**config.mk**
```make
export PLATFORM = sky130hd
export DESIGN_NAME = sub4bit_serial
export DESIGN_NICKNAME = d
export VERILOG_FILES = /design/src/rtl/sub4bit_serial.sv
export SDC_FILE = /design/constraint.sdc
export NUM_CORES = 1
export LEC_CHECK = 0
export ABC_AREA = 1
export CAP_MARGIN = 20
export CORE_UTILIZATION = 45
export CTS_CLUSTER_DIAMETER = 200
export DETAILED_ROUTE_END_ITERATION = 12
export PLACE_DENSITY = 0.72
export SYNTH_ARGS = -nofsm -noshare
export SYNTH_HDL_FRONTEND = slang
export SYNTH_SLANG_ARGS = --single-unit
```
**constraint.sdc**
```tcl
create_clock -name clk -period 2.71 [get_ports clk]
set_input_delay 0.542 -clock clk [delete_from_list [all_inputs] [get_ports clk]]
set_output_delay 0.542 -clock clk [all_outputs]
set_load 0.02 [all_outputs]
```
**src/rtl/sub4bit_serial.sv**
```systemverilog
// Bit-serial subtractor: diff = a - b computed LSB first through one
// full-subtractor cell and a borrow flop, with valid/ready on both sides.
module sub4bit_serial #(
  parameter int WIDTH = 4
) (
  input  logic             clk,
  input  logic             rst,
  input  logic             in_valid,
  output logic             in_ready,
  input  logic [WIDTH-1:0] a,
  input  logic [WIDTH-1:0] b,
  output logic             out_valid,
  input  logic             out_ready,
  output logic [WIDTH-1:0] diff,
  output logic             bo,
  output logic             busy
);

  // Handshakes: a transfer happens on a rising edge where valid and ready are
  // both high; the producer holds data stable while valid is high and ready low.

  localparam int CW = $clog2(WIDTH);

  typedef enum logic [1:0] {IDLE, RUN, DONE} state_t;

  state_t          state, state_nxt;
  logic [WIDTH-1:0] a_r, b_r;
  logic [CW-1:0]    cnt;
  logic             br;
  logic             bit_a, bit_b;
  logic             d, br_nxt;
  logic             last;

  assign bit_a  = a_r[cnt];
  assign bit_b  = b_r[cnt];
  assign d      = bit_a ^ bit_b ^ br;
  assign br_nxt = (~bit_a & bit_b) | (~(bit_a ^ bit_b) & br);
  assign last   = (cnt == CW'(WIDTH - 1));

  always_ff @(posedge clk) begin
    if (rst) state <= IDLE;
    else     state <= state_nxt;
  end

  always_comb begin
    state_nxt = state;
    in_ready  = 1'b0;
    out_valid = 1'b0;
    busy      = 1'b0;
    case (state)
      IDLE: begin
        in_ready = 1'b1;
        if (in_valid) state_nxt = RUN;
      end
      RUN: begin
        busy = 1'b1;
        if (last) state_nxt = DONE;
      end
      DONE: begin
        out_valid = 1'b1;
        busy      = 1'b1;
        if (out_ready) state_nxt = IDLE;
      end
      default: state_nxt = IDLE;
    endcase
  end

  // diff is filled from the MSB side, so after WIDTH shifts bit 0 sits at LSB.
  always_ff @(posedge clk) begin
    if (rst) begin
      a_r  <= '0;
      b_r  <= '0;
      cnt  <= '0;
      br   <= 1'b0;
      diff <= '0;
      bo   <= 1'b0;
    end else begin
      case (state)
        IDLE: begin
          if (in_valid) begin
            a_r <= a;
            b_r <= b;
            cnt <= '0;
            br  <= 1'b0;
          end
        end
        RUN: begin
          diff <= {d, diff[WIDTH-1:1]};
          br   <= br_nxt;
          cnt  <= cnt + CW'(1);
          if (last) bo <= br_nxt;
        end
        default: ;
      endcase
    end
  end

endmodule

```
==> impl_metrics.env <==
export IMPL_cts_tree="done"
export IMPL_holdBufCountCts=0
export IMPL_hp_class="flop to flop"
export IMPL_power_leakage_nw=0.462
export IMPL_dr_pass1_iters=4
export IMPL_avgSynthCellArea_sq_um=7.80
export IMPL_ioPinCount=20
export IMPL_track_usage_pct=17.8
export IMPL_wl_per_cell_um=10.0
export IMPL_layout_common_cells="26 x nor2_1, 19 x clkdlybuf4s50_1, 18 x dfxtp_1, 15 x inv_1, 11 x o21ai_0"
export IMPL_crit_required_ps=2170
export IMPL_setup_tns_ps=0
export IMPL_grt_pass1_vias=643
export IMPL_clk_path_buf_depth=2
export IMPL_die_y_um=45.9
export IMPL_dp_hpwl_um=1200
export IMPL_synth_nets=128
export IMPL_core_area_sq_um=1760
export IMPL_synthCells=111
export IMPL_post_cts_repair_setup_buffers=0
export IMPL_finalSetupViolCount=0
export IMPL_drc=0
export IMPL_ys_types=17
export IMPL_fin_crit_sh_pct=78.9
export IMPL_drv_slew=0
export IMPL_fmax_mhz=468
export IMPL_hold_viol_final=0
export IMPL_layout_commonest_cell="nor2_1"
export IMPL_cts_clk_slew_worst_paths_ps=100
export IMPL_finalClockSkew_ps=3.50
export IMPL_die_area_sq_um=2100
export IMPL_vias_per_cell=4.73
export IMPL_final_nets=149
export IMPL_synthToLayoutAreaGrowth_pct=26.3
export IMPL_ctsResizeCount=0
export IMPL_rsz0062_at_grt="false"
export IMPL_drt_iter0_drc=18
export IMPL_drive_above_1_share_pct=11.5
export IMPL_outcome="finished clean"
export IMPL_wirelength_um=1560
export IMPL_antenna_cells=0
export IMPL_worst_pin_slew_ps=448
export IMPL_initial_core_util_pct=49.1
export IMPL_maxCapViolCount=0
export IMPL_hold_ws_ps=471
export IMPL_timing_reg2reg_setup_slack_ps=1050
export IMPL_worstSetupEndpointType="primary output"
export IMPL_antenna_found_initial=0
export IMPL_grt_overflow_total=0
export IMPL_critPathArrivalTime_ps=1600
export IMPL_period_needed_ps=2140
export IMPL_criticalPathCategory="flop to primary output"
export IMPL_vias=738
export IMPL_ant_nets=0
export IMPL_h_tree_depth=1
export IMPL_ys_ff_latch=18
export IMPL_grt_max_degree=15
export IMPL_cts_num_sinks=18
export IMPL_grt_pass1_wl_um=2660
export IMPL_path_max_fanout=5
export IMPL_slew_headroom_pct=70.1
export IMPL_insertion_delay_ps=290
export IMPL_startpoint_type="flop"
export IMPL_yosysSeqAreaShare_pct=41.6
export IMPL_syn_cell_area_sq_um=866
export IMPL_yosys_warnings=0
export IMPL_p_per_area_nw_per_um2=1030
export IMPL_io_buffers=19
export IMPL_vdd_ir_drop_max_uv=832
export IMPL_rows=15
export IMPL_die_width_um=45.9
export IMPL_numCtsBuffers=3
export IMPL_routabilityCongestion=0.740
export IMPL_clk_root_buffer_cell="clkbuf_4"
-- final timing paths --
check | endpoint | cells after the start | start
setup / recovery | in_ready | 3 | state[0]$_SDFFE_PP0P_
setup reg to reg | br$_SDFFE_PP0P_ | 7 | cnt[0]$_SDFFE_PP0P_
hold reg to reg | b_r[0]$_SDFFE_PP0P_ | 2 | b_r[0]$_SDFFE_PP0P_
hold / removal | b_r[0]$_SDFFE_PP0P_ | 2 | b_r[0]$_SDFFE_PP0P_
-- flip-flops by register name, indices dropped and copies added, names as in the netlist --
name / count
state: 2
bo: 1
a_r: 4
b_r: 4
diff: 4
br: 1
cnt: 2
-- per-layer routing --
layer / global-route usage (%) / share of wire, % / up-vias
met1: 24.2 / 49 / 324
met3: 3.57 / 3.2 / 4
met4: 8.82 / 1.7 / 0
met2: 26.5 / 46 / 14
met5: 0 / 0 / -
li1: - / - / 396
-- layout make-up --
type	count	area, sq um
multi-input combinational	75	419
tap	25	31.3
clock buffer	4	36.3
inverter	15	56.3
timing repair buffer	19	190
fill	167	671
sequential	18	360
-- power breakdown --
| part | switching, W | internal (W) | leakage [nW] |
|---|---|---|---|
| Sequential | 0.0000478 | 0.000343 | 0.148 |
| Combinational | 0.000343 | 0.000232 | 0.293 |
| Clock | 0.0000830 | 0.0000819 | 0.0210 |
| Total | 0.000473 | 0.000657 | 0.462 |
-- through the flow --
step / cells / area [sq um] / power, W / util [%] / setup WS [ps]
after floorplan: 111 / 866 / 0.000808 / - / 1250
after global placement: 152 / 1060 / 0.000958 / 59.9 / 927
after detailed placement: 152 / 1060 / 0.000975 / 59.9 / 892
after CTS: 156 / 1090 / 0.00114 / 62.0 / 553
after global routing: 156 / 1090 / 0.00123 / 62.0 / 481
final: 156 / 1090 / 0.00113 / 62.0 / 572
-- cells by family (layout without fill, tap and decap cells) --
logic type / Yosys count / count (layout) / share of synthesized area, %
simple gates: 44 / 44 / 22.5
fa+ha+maj: 5 / 5 / 8.09
buf+inv: 18 / 38 / 9.97
compound gates: 26 / 26 / 17.8
flops: 18 / 18 / 41.6
-- critical path, cell delays in order, from the launching register on --
cell and delay (ps):
dfxtp_1 330, inv_1 90, ha_1 250, clkdlybuf4s50_1 640
-- synthesized netlist by cell type (all sizes together) --
master  count  area, sq um
a21oi       8         43.8
dfxtp      18          360
ha          4         50.1
o22ai       1         6.26
nor2       26         97.6
buf         3         30.0
o21ai      17          104
nand2      10         42.5
fa          1         20.0
nand3       8         55.1
inv        15         56.3
Note: power is estimated with default switching activity, not from simulation.
